[src/rtl/codificador_2de5_serial_if.sv]
// Digit handshake between a producer and the 2-of-5 serial encoder.
//   digit       : BCD digit offered by the producer
//   digit_valid : producer has a digit this cycle
//   digit_ready : encoder can take a digit this cycle
interface codificador_2de5_serial_if;
  logic [3:0] digit;
  logic       digit_valid;
  logic       digit_ready;

  modport master (output digit, output digit_valid, input digit_ready);
  modport slave  (input digit, input digit_valid, output digit_ready);
endinterface

[src/rtl/codificador_2de5_serial.sv]
// 2-of-5 serial encoder: takes a BCD digit over a valid/ready handshake,
// encodes it with weights 7,4,2,1,0 and sends it as a framed serial word
// (start bit 1, E1..E5, stop bit 0), each bit held BIT_CYCLES clocks.
//   clk, rst_n : clock (rising edge), asynchronous active-low reset
//   digitIf    : digit / digit_valid / digit_ready handshake (slave side)
//   tx_line    : serial line, idle 0
//   code_out   : last valid encoded word {E1,E2,E3,E4,E5}
//   busy       : frame in progress
//   err        : one-cycle pulse when a digit above 9 is rejected
module codificador_2de5_serial #(
  parameter int unsigned BIT_CYCLES = 4
) (
  input  logic                            clk,
  input  logic                            rst_n,
  codificador_2de5_serial_if.slave        digitIf,
  output logic                            tx_line,
  output logic [4:0]                      code_out,
  output logic                            busy,
  output logic                            err
);

  localparam int unsigned CNT_W = 8;
  localparam int unsigned BIT_W = 3;
  localparam int unsigned WORD_W = 5;

  typedef enum logic [1:0] {IDLE, START, DATA, STOP} state_t;

  state_t              state;
  logic [CNT_W-1:0]    cycleCnt;
  logic [BIT_W-1:0]    bitIdx;
  logic [WORD_W-1:0]   shiftReg;
  logic                digitReady;
  logic                lastCycle;

  // Weighted 2-of-5 code; zero uses 7+4 by convention.
  function automatic logic [WORD_W-1:0] encode(input logic [3:0] d);
    logic [WORD_W-1:0] w;
    w = '0;
    case (d)
      4'd0: w = 5'b11000;
      4'd1: w = 5'b00011;
      4'd2: w = 5'b00101;
      4'd3: w = 5'b00110;
      4'd4: w = 5'b01001;
      4'd5: w = 5'b01010;
      4'd6: w = 5'b01100;
      4'd7: w = 5'b10001;
      4'd8: w = 5'b10010;
      4'd9: w = 5'b10100;
      default: w = '0;
    endcase
    return w;
  endfunction

  assign digitIf.digit_ready = digitReady;
  assign lastCycle = (cycleCnt == CNT_W'(BIT_CYCLES - 1));

  // Frame sequencer with registered outputs.
  always_ff @(posedge clk or negedge rst_n) begin
    if (!rst_n) begin
      state      <= IDLE;
      cycleCnt   <= '0;
      bitIdx     <= '0;
      shiftReg   <= '0;
      digitReady <= 1'b1;
      tx_line    <= 1'b0;
      code_out   <= '0;
      busy       <= 1'b0;
      err        <= 1'b0;
    end else begin
      err <= 1'b0;
      case (state)
        IDLE: begin
          if (digitIf.digit_valid && digitReady) begin
            if (digitIf.digit > 4'd9) begin
              err <= 1'b1;
            end else begin
              code_out   <= encode(digitIf.digit);
              shiftReg   <= encode(digitIf.digit);
              state      <= START;
              busy       <= 1'b1;
              digitReady <= 1'b0;
              tx_line    <= 1'b1;
              cycleCnt   <= '0;
              bitIdx     <= '0;
            end
          end
        end
        START: begin
          if (lastCycle) begin
            cycleCnt <= '0;
            bitIdx   <= '0;
            state    <= DATA;
            tx_line  <= shiftReg[WORD_W-1];
            shiftReg <= {shiftReg[WORD_W-2:0], 1'b0};
          end else begin
            cycleCnt <= cycleCnt + CNT_W'(1);
          end
        end
        DATA: begin
          if (lastCycle) begin
            cycleCnt <= '0;
            if (bitIdx == BIT_W'(WORD_W - 1)) begin
              bitIdx  <= '0;
              state   <= STOP;
              tx_line <= 1'b0;
            end else begin
              bitIdx   <= bitIdx + BIT_W'(1);
              tx_line  <= shiftReg[WORD_W-1];
              shiftReg <= {shiftReg[WORD_W-2:0], 1'b0};
            end
          end else begin
            cycleCnt <= cycleCnt + CNT_W'(1);
          end
        end
        STOP: begin
          if (lastCycle) begin
            cycleCnt   <= '0;
            state      <= IDLE;
            busy       <= 1'b0;
            digitReady <= 1'b1;
          end else begin
            cycleCnt <= cycleCnt + CNT_W'(1);
          end
        end
        default: state <= IDLE;
      endcase
    end
  end

endmodule

[src/flat_wrapper.sv]
// flat-port wrapper written by rule: the top's interface ports become plain ports
module codificador_2de5_serial_flat 
#(
  parameter int unsigned BIT_CYCLES = 4
)
  (clk, rst_n, tx_line, code_out, busy, err, digitIf_digit, digitIf_digit_valid, digitIf_digit_ready);
  codificador_2de5_serial_if digitIf_i ();
  input  logic clk;
  input  logic rst_n;
  output logic tx_line;
  output logic [4:0] code_out;
  output logic busy;
  output logic err;
  input wire logic [$bits(digitIf_i.digit)-1:0] digitIf_digit;
  input wire logic [$bits(digitIf_i.digit_valid)-1:0] digitIf_digit_valid;
  output wire logic [$bits(digitIf_i.digit_ready)-1:0] digitIf_digit_ready;
  assign digitIf_i.digit = digitIf_digit;
  assign digitIf_i.digit_valid = digitIf_digit_valid;
  assign digitIf_digit_ready = digitIf_i.digit_ready;
  codificador_2de5_serial #(.BIT_CYCLES(BIT_CYCLES)) u_core (.clk(clk), .rst_n(rst_n), .digitIf(digitIf_i), .tx_line(tx_line), .code_out(code_out), .busy(busy), .err(err));
endmodule
[config.mk]
export PLATFORM = sky130hd
export DESIGN_NAME = codificador_2de5_serial_flat
export DESIGN_NICKNAME = d
export VERILOG_FILES = /design/src/rtl/codificador_2de5_serial_if.sv /design/src/rtl/codificador_2de5_serial.sv /design/src/flat_wrapper.sv
export SDC_FILE = /design/constraint.sdc
export NUM_CORES = 1
export LEC_CHECK = 0
export ABC_AREA = 0
export CAP_MARGIN = 20
export CORE_UTILIZATION = 61
export DETAILED_ROUTE_END_ITERATION = 12
export PLACE_DENSITY = 0.93
export SYNTH_ARGS = -nofsm -noshare
export SYNTH_HDL_FRONTEND = slang
export SYNTH_SLANG_ARGS = --single-unit
[constraint.sdc]
create_clock -name clk -period 3.4 [get_ports clk]
set_input_delay 0.34 -clock clk [delete_from_list [all_inputs] [get_ports clk]]
set_output_delay 0.34 -clock clk [all_outputs]
set_load 0.02 [all_outputs]
Word level (Yosys, flattened, before mapping):

Memories as Yosys holds them, arrays and structs flattened. A register that Yosys moved wholly into a read port is not among the register bits.
Index checks and enable logic that the tools add are counted.

* register bits after elaboration: 22
* bits in read-only memories: 160
* output and inout port bits: 9
* memories kept: 2

Memories
* (no name shown): words 16, width 5, rd ports 1, clocked after memory_dff 1, wr ports 0, line codificador_2de5_serial.sv:39 `case (d)`
* (no name shown): words 16, width 5, rd ports 1, clocked after memory_dff 0, wr ports 0, line codificador_2de5_serial.sv:39

* $add $sub $neg: 2
* magnitude comparators: 1
* equality and inequality tests: 12
* mux-type cells: 38
* bitwise logic cells: 1
* reductions and logical operators: 12

Operator list (count)
* $mux W5: 5
* $mux W8: 3
* $pmux W8 S2: 1
* $mux W3: 5
* $pmux W5 S3: 1
* $mux W1: 12
* $mux W2: 6
* $reduce_and A6 Y1: 2
* $ne A2 B1 Y1 const B: 5
* $pmux W3 S3: 1
* $add A8 B1 Y8 const B: 1
* $eq A8 B2 Y1 const B: 1
* $pmux W2 S4: 1
* $reduce_and A5 Y1: 1
* $eq A2 B2 Y1 const B: 2
* $gt A4 B4 Y1 const B: 1
* $ne A2 B2 Y1 const B: 2
* $pmux W1 S2: 2
* $reduce_and A4 Y1: 1
* $add A3 B1 Y3 const B: 1
* $eq A3 B3 Y1 const B: 1
* $pmux W1 S3: 1
* $reduce_and A3 Y1: 1
* $reduce_bool A3 Y1: 1
* 8 further kinds: 8

Logic depth before layout (Yosys ltp):

Gate-level depths: netlist of run 1.

* word-level depth: 4
* gate-level depth with buffers: 7
* mapped depth without buffers: 6

Least setup slack after synthesis of run 1:

Ideal clock, no wire load.

* path kind: register to register
* start: register u_core.cycleCnt[0]
* end: register u_core.tx_line
* arrival: 1704 ps
* path slack: 1568 ps
* stages on the path, launching flop included: 6
* buffers on the path: 0
* cell sequence: dfrtp_1 ha_1 nor4b_2 nand2_1 a211oi_4 mux2_1

* cells in the longest elaborated chain, start to end: 3

RTL lines
* start: declaration: line codificador_2de5_serial.sv:29 `logic [CNT_W-1:0] cycleCnt;`
* start signal: assignment: line codificador_2de5_serial.sv:97 `cycleCnt <= cycleCnt + CNT_W'(1);`
* start signal: assignment: line codificador_2de5_serial.sv:113 `cycleCnt <= cycleCnt + CNT_W'(1);`
* start signal: assignment: line codificador_2de5_serial.sv:123 `cycleCnt <= cycleCnt + CNT_W'(1);`
* $eq A8 B2 Y1 (*): line codificador_2de5_serial.sv:56 `assign lastCycle = (cycleCnt == CNT_W'(BIT_CYCLES - 1));`
* $ne A2 B1 Y1 (no source line)
* $reduce_and A5 Y1 (no source line) (*)
* end signal: assignment: line codificador_2de5_serial.sv:94 `tx_line <= shiftReg[WORD_W-1];`
* end signal: assignment: line codificador_2de5_serial.sv:109 `tx_line <= shiftReg[WORD_W-1];`
* end: declaration: line codificador_2de5_serial.sv:16 `output logic tx_line,`

Mark *: on every way between the ends. The rest lies on a longest branch, timed or not.
A chain may end at the register's enable or synchronous reset.

Final worst setup path of run 1:

* start: input digitIf_digit[1]
* end: register u_core.cycleCnt[7]

* cells in the longest elaborated chain, start to end: 3

RTL lines
* start: declaration: line flat_wrapper.sv:14 `input wire logic [$bits(digitIf_i.digit)-1:0] digitIf_digit;`
* $gt A4 B4 Y1: line codificador_2de5_serial.sv:75 `if (digitIf.digit > 4'd9) begin`
* $ne A2 B2 Y1 (no source line)
* $reduce_and A2 Y1 (no source line)

Every way passes these cells.

==> summary.txt, run 1 <==
# DRC = 0
worst skew pair latency = 0.33 ns
CP max stage delay = 0.58 ns
Cell Area, Synth = 1700 sq um
drt initial violations = 52
Sw Ratio = 0.433
Top FF cell, synth = dfrtp_1
post-synth top area cell = dfrtp_1
Psw = 712 uW
Die W = 54.9 microns
Top-Level Pins = 16
Logic pwr share = 0.597
Core ar. = 2570 sq um
worst-margin pin slew = 0.577 ns
CTS Hold Bufs = 0
largest net degree at the start of global routing = 28
RSZ-0062 raised after global routing = false
clock power share = 0.086
Async SR Flop Fraction = 1.00
LEAKAGE = 0.871 nW
vias in the first global route = 1,300
sequential share of the synthesized area = 0.397
Pwr per Cell Area = 862 nW/um^2
H-tree depth = 1
post_cts resized = 0
Die Y = 54.9 microns
Final GP Congestion = 0.854
Max Transition Viols Final = 0
fillers = 174
Clk pin slew, worst setup/hold paths = 0.15 ns
dpl ws = 0.707 ns
setup tns final = 0 ns
Post-DRT Antenna Nets = 0
Synthesis Warnings = 0
largest cells by area after synthesis = dfrtp_1 38%, ha_1 10%, mux2_4 4.4%, nand2_1 3.3%, mux2i_1 2.9%
Max FO, Critical Path = 12
worst setup path category = in -> reg
total track usage = 0.278
setup skew after layout = 0.00850 ns
Setup crit start kind = input pin
Max-Cap Viols = 0
slowest CP cell = clkdlybuf4s50_1
Mean Syn Cell Area = 10.1 sq um
Post-Synthesis Cells = 169
first-pass iteration count of the detailed router = 4
Worst slew margin = 0.613
WP data required = 3.63 ns
Hold Fails Final Rpt = 0
Hold Path Class = in -> async
top-count cell post-synth = dfrtp_1
Critical path origin = digitIf_digit[1]
Remaining Overflow, GRT = 0
share of the synthesized area in the top cell type = 0.382
Max VDD drop = 0.657 mV
Vias = 1,358
diodes inserted = 0
synth unique cells = 45
Clock Tree Buf Depth = 2
Wirelength per Cell = 16.8 microns
Final Non-Filler Cells = 215
# nets final = 207
cells along the critical path = clkdlybuf4s50_1, inv_1, ha_1, nor3b_1, o31a_1, nor2_1, a22o_1
initial antenna violation count = 0
setup ws final = 1.04 ns
routed vias/inst = 6.32
Post-Syn Nets = 190
number of CTS-inserted buffers = 3
internal power = 934 uW
Post-Route WL = 3610 microns
crit path buf inv count = 2
HPWL Detailed = 2670 microns
initial core utilization = 0.664
CP endpoint kind = flip-flop
global-route wire length before repair = 5770 microns
r2r startpoint = u_core.cycleCnt[0]
crit path time final = 2.36 ns
Yosys reg bits = 27
area grow syn2layout = 12.1%
crit path DAT = 2.59 ns
CP delay by family, top = compound AO/OA/AOI/OAI gates
TritonCTS clock tree = built
num rows = 18
post-CTS setup buffer count = 0
Buffers on Ports = 15
Reg power frac = 0.317
Max Freq = 0.424 GHz
Root Buffer = clkbuf_4
clock sink count = 27
fraction of layout instances using a drive strength above 1 = 0.130
count of final setup violators = 0
status = finished clean
Period Utilization, post-route = 0.694
EDFF count, synth = 0
Inst Count DP = 211
Die Area = 3010 sq um
commonest cells in the netlist = 26 x dfrtp_1, 15 x nand2_1, 14 x ha_1
## cells in the final DEF (no fill, tap or decap), drive strengths merged, types with 2 or more instances in the layout
master	synthesis	final
mux2	11	11
o21ai	13	13
nand3	6	6
o31ai	2	2
inv	13	13
nand2	15	15
or3	3	3
a21o	2	2
dfrtp	26	26
or2	2	2
o22ai	2	2
clkdlybuf4s50	0	15
nand2b	2	2
nor3	4	4
mux2i	5	5
a21oi	7	7
a22o	5	5
a31oi	2	2
nor2	12	12
ha	14	14
o2bb2ai	3	3
a211oi	2	2
clkbuf	2	3
## final cells by class
cell class              count  area (sq um)  share of cell area
inverters                  13          48.8              0.0255
clock inverters             1          5.00             0.00262
flip-flops and latches     27           677               0.354
well taps                  30          37.5              0.0196
multi-input cells         125           962               0.504
repair buffers             16           158              0.0825
clock buffers               3          22.5              0.0118
## cell families (layout without fill, tap and decap cells)
| group | Yosys count | count (layout) | share of synthesized area |
|---|---|---|---|
| buf+inv | 17 | 33 | 0.0382 |
| mux | 16 | 16 | 0.113 |
| compound gates | 43 | 43 | 0.185 |
| xor+xnor | 1 | 1 | 0.00514 |
| simple gates | 51 | 51 | 0.159 |
| fa+ha+maj | 14 | 14 | 0.103 |
| flops | 27 | 27 | 0.397 |
## worst paths after layout
kind | to | slack, ns | cells past startpoint
worst max-delay path | u_core.cycleCnt[7] | 1.04 | 7
worst min-delay path | u_core.code_out[0] | 0.36 | 2
worst max register to register | u_core.tx_line | 1.31 | 5
worst min register to register | u_core.code_out[1] | 0.53 | 1
max in group asynchronous | u_core.digitIf.digit_ready | 2.73 | 2
min in group clk | u_core.code_out[1] | 0.53 | 1
## state kept, by name, summed over array words and instances, names as in the netlist
| name | flops |
|---|---|
| u_core.tx_line | 1 |
| u_core.code_out | 5 |
| u_core.state | 2 |
| u_core.bitIdx | 3 |
| u_core.shiftReg | 5 |
| u_core.digitIf.digit_ready | 1 |
| u_core.cycleCnt | 8 |
| u_core.err | 1 |
| u_core.busy | 1 |
## routing by layer
layer  part of all wire  GRT usage  routed length, microns
met1               0.44      0.355                    1570
met4              0.013     0.0940                      48
met3              0.057     0.0333                     204
met2               0.49      0.478                    1790
met5                  0          0                       0
## power by group through the flow
stage,logic (mW),registers [mW],clock network (mW)
6_report,0.984,0.522,0.141
5_1_grt,1.07,0.533,0.157
4_1_cts,0.982,0.522,0.143
3_5_place_dp,0.973,0.528,0
3_3_place_gp,0.932,0.519,0
2_1_floorplan,0.669,0.571,0
## through the flow
stage,power [mW],hold WS (ns),utilization,instance area [sq um]
2_1_floorplan,1.24,0.0444,-,1700
3_3_place_gp,1.45,0.472,0.733,1880
3_5_place_dp,1.50,0.494,0.733,1880
4_1_cts,1.65,0.371,0.744,1910
5_1_grt,1.76,0.419,0.744,1910
6_report,1.65,0.364,0.744,1910
No activity file was read; power rests on OpenSTA's default activity.
==> run 2, diff against run 1 <==
--- a/config.mk
+++ b/config.mk
@@ -7,9 +7,9 @@
 export LEC_CHECK = 0
 export ABC_AREA = 0
 export CAP_MARGIN = 20
-export CORE_UTILIZATION = 61
+export CORE_UTILIZATION = 51
 export DETAILED_ROUTE_END_ITERATION = 12
-export PLACE_DENSITY = 0.93
+export PLACE_DENSITY = 0.84
 export SYNTH_ARGS = -nofsm -noshare
 export SYNTH_HDL_FRONTEND = slang
 export SYNTH_SLANG_ARGS = --single-unit
==> constraint.sdc (replaced) <==
create_clock -name clk -period 2.1 [get_ports clk]
set_input_delay 0.21 -clock clk [delete_from_list [all_inputs] [get_ports clk]]
set_output_delay 0.21 -clock clk [all_outputs]
set_load 0.02 [all_outputs]
==> summary.txt, run 2 (synthesis results as in run 1) <==
status = finished clean
Max FO, Critical Path = 5
Critical path origin = u_core.cycleCnt[1]
LEAKAGE = 0.959 nW
drt initial violations = 61
number of CTS-inserted buffers = 3
# DRC = 0
Final GP Congestion = 0.887
dpl ws = -0.0591 ns
Hold Path Class = in -> async
HPWL Detailed = 2780 microns
post-CTS setup buffer count = 0
initial antenna violation count = 0
Die W = 59.8 microns
Die Area = 3580 sq um
Top-Level Pins = 16
Vias = 1,359
r2r startpoint = u_core.cycleCnt[1]
Max Transition Viols Final = 0
first-pass iteration count of the detailed router = 4
TritonCTS clock tree = built
Setup crit start kind = flip-flop
count of final setup violators = 0
post_cts resized = 0
fillers = 258
vias in the first global route = 1,378
RSZ-0062 raised after global routing = false
setup skew after layout = 0.00238 ns
most common cell after layout, fill and taps aside = dfrtp_1
Inst Count DP = 243
CTS Hold Bufs = 0
global-route wire length before repair = 6220 microns
Post-Route WL = 3560 microns
worst-margin pin slew = 0.519 ns
worst skew pair latency = 0.33 ns
H-tree depth = 1
flop-to-flop setup slack = 0.09 ns
number of flip-flops in the largest register = 8
Wirelength per Cell = 14.4 microns
Max-Cap Viols = 0
final hold slack = 0.234 ns
Clk pin slew, worst setup/hold paths = 0.15 ns
crit path time final = 2.01 ns
total track usage = 0.232
Top Registers = u_core.cycleCnt x8, u_core.code_out x5, u_core.shiftReg x5
num rows = 20
most frequent cells in the layout = 26 x dfrtp_1, 19 x buf_4, 15 x nand2_1, 15 x clkdlybuf4s50_1, 14 x ha_1
Worst slew margin = 0.651
crit path DAT = 2.24 ns
Hold Fails Final Rpt = 0
Pwr per Cell Area = 1360 nW/um^2
Period Utilization, post-route = 0.956
Worst R2R Path Depth = 5
largest net degree at the start of global routing = 28
Post-DRT Antenna Nets = 0
r2r endpoint = u_core.shiftReg[2]
routed vias/inst = 5.50
worst setup path category = reg -> reg
area grow syn2layout = 21.0%
Root Buffer = clkbuf_4
diodes inserted = 0
Max Freq = 0.498 GHz
Max VDD drop = 0.803 mV
clock sink count = 27
Largest Register = u_core.cycleCnt
Die Y = 59.8 microns
WP data required = 2.33 ns
# nets final = 225
Remaining Overflow, GRT = 0
Core ar. = 3100 sq um
setup ws final = 0.0924 ns
initial core utilization = 0.549
fraction of layout instances using a drive strength above 1 = 0.202
Clock Tree Buf Depth = 2
Buffers on Ports = 15
CP endpoint kind = flip-flop
Final Non-Filler Cells = 247
==> run 2: cell count changes in the layout (fill, tap and decap cells not counted), sizes merged <==
cell / change
clkbuf: +1
clkinv: -1
buf: +18
==> run 2: worst max path at each step <==
stage,endpoint,depth (start not counted)
floorplan,u_core.tx_line,5
global route,u_core.shiftReg[2],5
detailed placement,u_core.tx_line,8
CTS,u_core.shiftReg[2],5
finish,u_core.shiftReg[2],5
global placement,u_core.tx_line,8
==> run 2: layout make-up <==
class | count | area (sq um) | share of cell area
Sequential cell | 27 | 677 | 0.328
Multi-Input combinational cell | 125 | 962 | 0.467
Tap cell | 44 | 55.1 | 0.0267
Timing Repair Buffer | 34 | 293 | 0.142
Inverter | 13 | 48.8 | 0.0237
Clock buffer | 4 | 26.3 | 0.0127
==> run 2: worst max-delay path: stages (launching register included) <==
cell and delay, ns:
dfrtp_1 0.44, ha_1 0.26, or4b_4 0.52, o21ai_4 0.21, nand3_4 0.14, mux2_4 0.33
==> run 2: power breakdown <==
group	internal (mW)	switching (mW)	total [mW]	leakage (nW)
combinational	0.848	0.869	1.72	0.595
clock	0.0744	0.159	0.234	0.0150
sequential	0.711	0.138	0.849	0.349
==> run 2: stage by stage <==
| step | power (mW) | utilization | TNS (ns) | cell area [sq um] |
|---|---|---|---|---|
| 2_1_floorplan | 2.01 | - | 0 | 1700 |
| 3_3_place_gp | 2.49 | 0.656 | 0 | 2040 |
| 3_5_place_dp | 2.58 | 0.656 | -0.380 | 2040 |
| 4_1_cts | 2.80 | 0.665 | 0 | 2060 |
| 5_1_grt | 3.00 | 0.665 | 0 | 2060 |
| 6_report | 2.80 | 0.665 | 0 | 2060 |
==> run 2: routing by layer <==
| layer | part of all wire | global-route usage | vias to the layer above |
|---|---|---|---|
| li1 | - | - | 670 |
| met1 | 0.48 | 0.321 | 656 |
| met2 | 0.47 | 0.371 | 31 |
| met3 | 0.044 | 0.0433 | 2 |
| met4 | 0.0053 | 0.0598 | 0 |
| met5 | 0 | 0 | - |
==> run 3, diff against run 2 <==
--- a/config.mk
+++ b/config.mk
@@ -6,10 +6,10 @@
 export NUM_CORES = 1
 export LEC_CHECK = 0
 export ABC_AREA = 0
-export CAP_MARGIN = 20
 export CORE_UTILIZATION = 51
 export DETAILED_ROUTE_END_ITERATION = 12
 export PLACE_DENSITY = 0.84
+export SETUP_SLACK_MARGIN = 0.02
 export SYNTH_ARGS = -nofsm -noshare
 export SYNTH_HDL_FRONTEND = slang
 export SYNTH_SLANG_ARGS = --single-unit
==> summary.txt, run 3 (synthesis results as in run 1) <==
number of flip-flops in the largest register = 8
Wirelength per Cell = 14.3 microns
CP endpoint kind = flip-flop
cells along the critical path = ha_1, or4b_4, o21ai_4, nand3_4, mux2_4
clock power share = 0.083
number of CTS-inserted buffers = 3
TritonCTS clock tree = built
Final Non-Filler Cells = 248
Largest Register = u_core.cycleCnt
Core ar. = 3100 sq um
Hold Fails Final Rpt = 0
final hold slack = 0.234 ns
diodes inserted = 0
area grow syn2layout = 21.4%
H-tree depth = 1
worst-margin pin slew = 0.519 ns
Die W = 59.8 microns
Logic pwr share = 0.618
initial antenna violation count = 0
crit path time final = 2.00 ns
Post-DRT Antenna Nets = 0
fraction of layout instances using a drive strength above 1 = 0.206
# DRC = 0
worst skew pair latency = 0.32 ns
Die Y = 59.8 microns
Root Buffer = clkbuf_4
worst setup path category = reg -> reg
final instance area = 2070 sq um
# nets final = 226
initial core utilization = 0.549
Die Area = 3580 sq um
Post-Route WL = 3540 microns
fillers = 258
vias in the first global route = 1,378
total power = 2.81 mW
placed cell areas = 2040 sq um
status = finished clean
Max Transition Viols Final = 0
setup skew after layout = 0.00230 ns
most common cell after layout, fill and taps aside = dfrtp_1
Reg power frac = 0.299
Clock Tree Buf Depth = 2
Pwr per Cell Area = 1360 nW/um^2
drt initial violations = 62
WP data required = 2.33 ns
internal power = 1.64 mW
CTS Hold Bufs = 0
global-route wire length before repair = 6220 microns
Clk pin slew, worst setup/hold paths = 0.15 ns
first-pass iteration count of the detailed router = 4
Inst Count DP = 243
largest net degree at the start of global routing = 28
count of final setup violators = 0
Setup crit start kind = flip-flop
routed vias/inst = 5.48
total track usage = 0.232
Final GP Congestion = 0.887
Max-Cap Viols = 0
most frequent cells in the layout = 26 x dfrtp_1, 20 x buf_4, 15 x nand2_1, 15 x clkdlybuf4s50_1, 14 x ha_1
slowest CP cell = or4b_4
Remaining Overflow, GRT = 0
Top Registers = u_core.cycleCnt x8, u_core.code_out x5, u_core.shiftReg x5
Hold Path Class = in -> async
num rows = 20
Period Utilization, post-route = 0.953
LEAKAGE = 0.964 nW
Vias = 1,358
Worst slew margin = 0.651
Max Freq = 0.500 GHz
CP max stage delay = 0.52 ns
Buffers on Ports = 15
clock sink count = 27
crit path DAT = 2.23 ns
flop-to-flop setup slack = 0.1 ns
RSZ-0062 raised after global routing = false
Max VDD drop = 0.803 mV
Psw = 1.17 mW
Max FO, Critical Path = 5
Top-Level Pins = 16
Sw Ratio = 0.415
HPWL Detailed = 2780 microns
==> run 3: what timing repair did <==
| action | 4_1_cts | 5_1_grt |
|---|---|---|
| gates resized for setup | 0 | 0 |
| setup endpoints to repair | 0 | 3 |
| buffers inserted | 0 | 1 |
==> run 3: power by group through the flow <==
| stage | registers, mW | clock network [mW] | logic (mW) |
|---|---|---|---|
| after floorplan | 0.924 | 0 | 1.08 |
| after global placement | 0.844 | 0 | 1.65 |
| after detailed placement | 0.858 | 0 | 1.72 |
| after CTS | 0.849 | 0.235 | 1.72 |
| after global routing | 0.868 | 0.255 | 1.90 |
| final | 0.842 | 0.233 | 1.74 |
==> run 3: path summary, 6_finish.rpt <==
check,startpoint,to,depth (start not counted)
worst max-delay path,u_core.cycleCnt[1],u_core.shiftReg[2],5
worst min-delay path,rst_n,u_core.code_out[0],2
worst max register to register,u_core.cycleCnt[1],u_core.shiftReg[2],5
worst min register to register,u_core.tx_line,u_core.tx_line,1
max in group asynchronous,rst_n,u_core.digitIf.digit_ready,2
min in group clk,digitIf_digit[3],u_core.err,3
==> run 3: layout make-up <==
cell class / count / area, sq um / area share
clock buffers: 4 / 26.3 / 0.0127
inverters: 13 / 48.8 / 0.0236
multi-input cells: 125 / 962 / 0.465
flip-flops and latches: 27 / 677 / 0.327
well taps: 44 / 55.1 / 0.0266
repair buffers: 35 / 300 / 0.145
==> run 3: metal layers <==
| layer | track usage | vias to the layer above | wire length, microns | share of wire |
|---|---|---|---|---|
| met5 | 0 | - | 0 | 0 |
| met4 | 0.0598 | 0 | 19 | 0.0054 |
| met3 | 0.0433 | 2 | 167 | 0.047 |
| met2 | 0.371 | 28 | 1650 | 0.47 |
| met1 | 0.321 | 657 | 1700 | 0.48 |
| li1 | - | 671 | - | - |
==> run 3: worst max-delay path: cells and delay by family, from the launching register on <==
family,cells,cell delay [ns]
AO/OA/AOI/OAI,1,0.21
adder cells (fa/ha/maj),1,0.26
flip-flops,1,0.44
multiplexers,1,0.33
AND/OR/NAND/NOR,2,0.66
==> run 3: through the flow <==
step                utilization  setup TNS, ns  setup WS [ns]
floorplan                     -              0          0.268
global placement          0.656              0        0.00307
detailed placement        0.656         -0.380        -0.0591
CTS                       0.665              0          0.103
global route              0.667              0         0.0272
finish                    0.667              0         0.0986
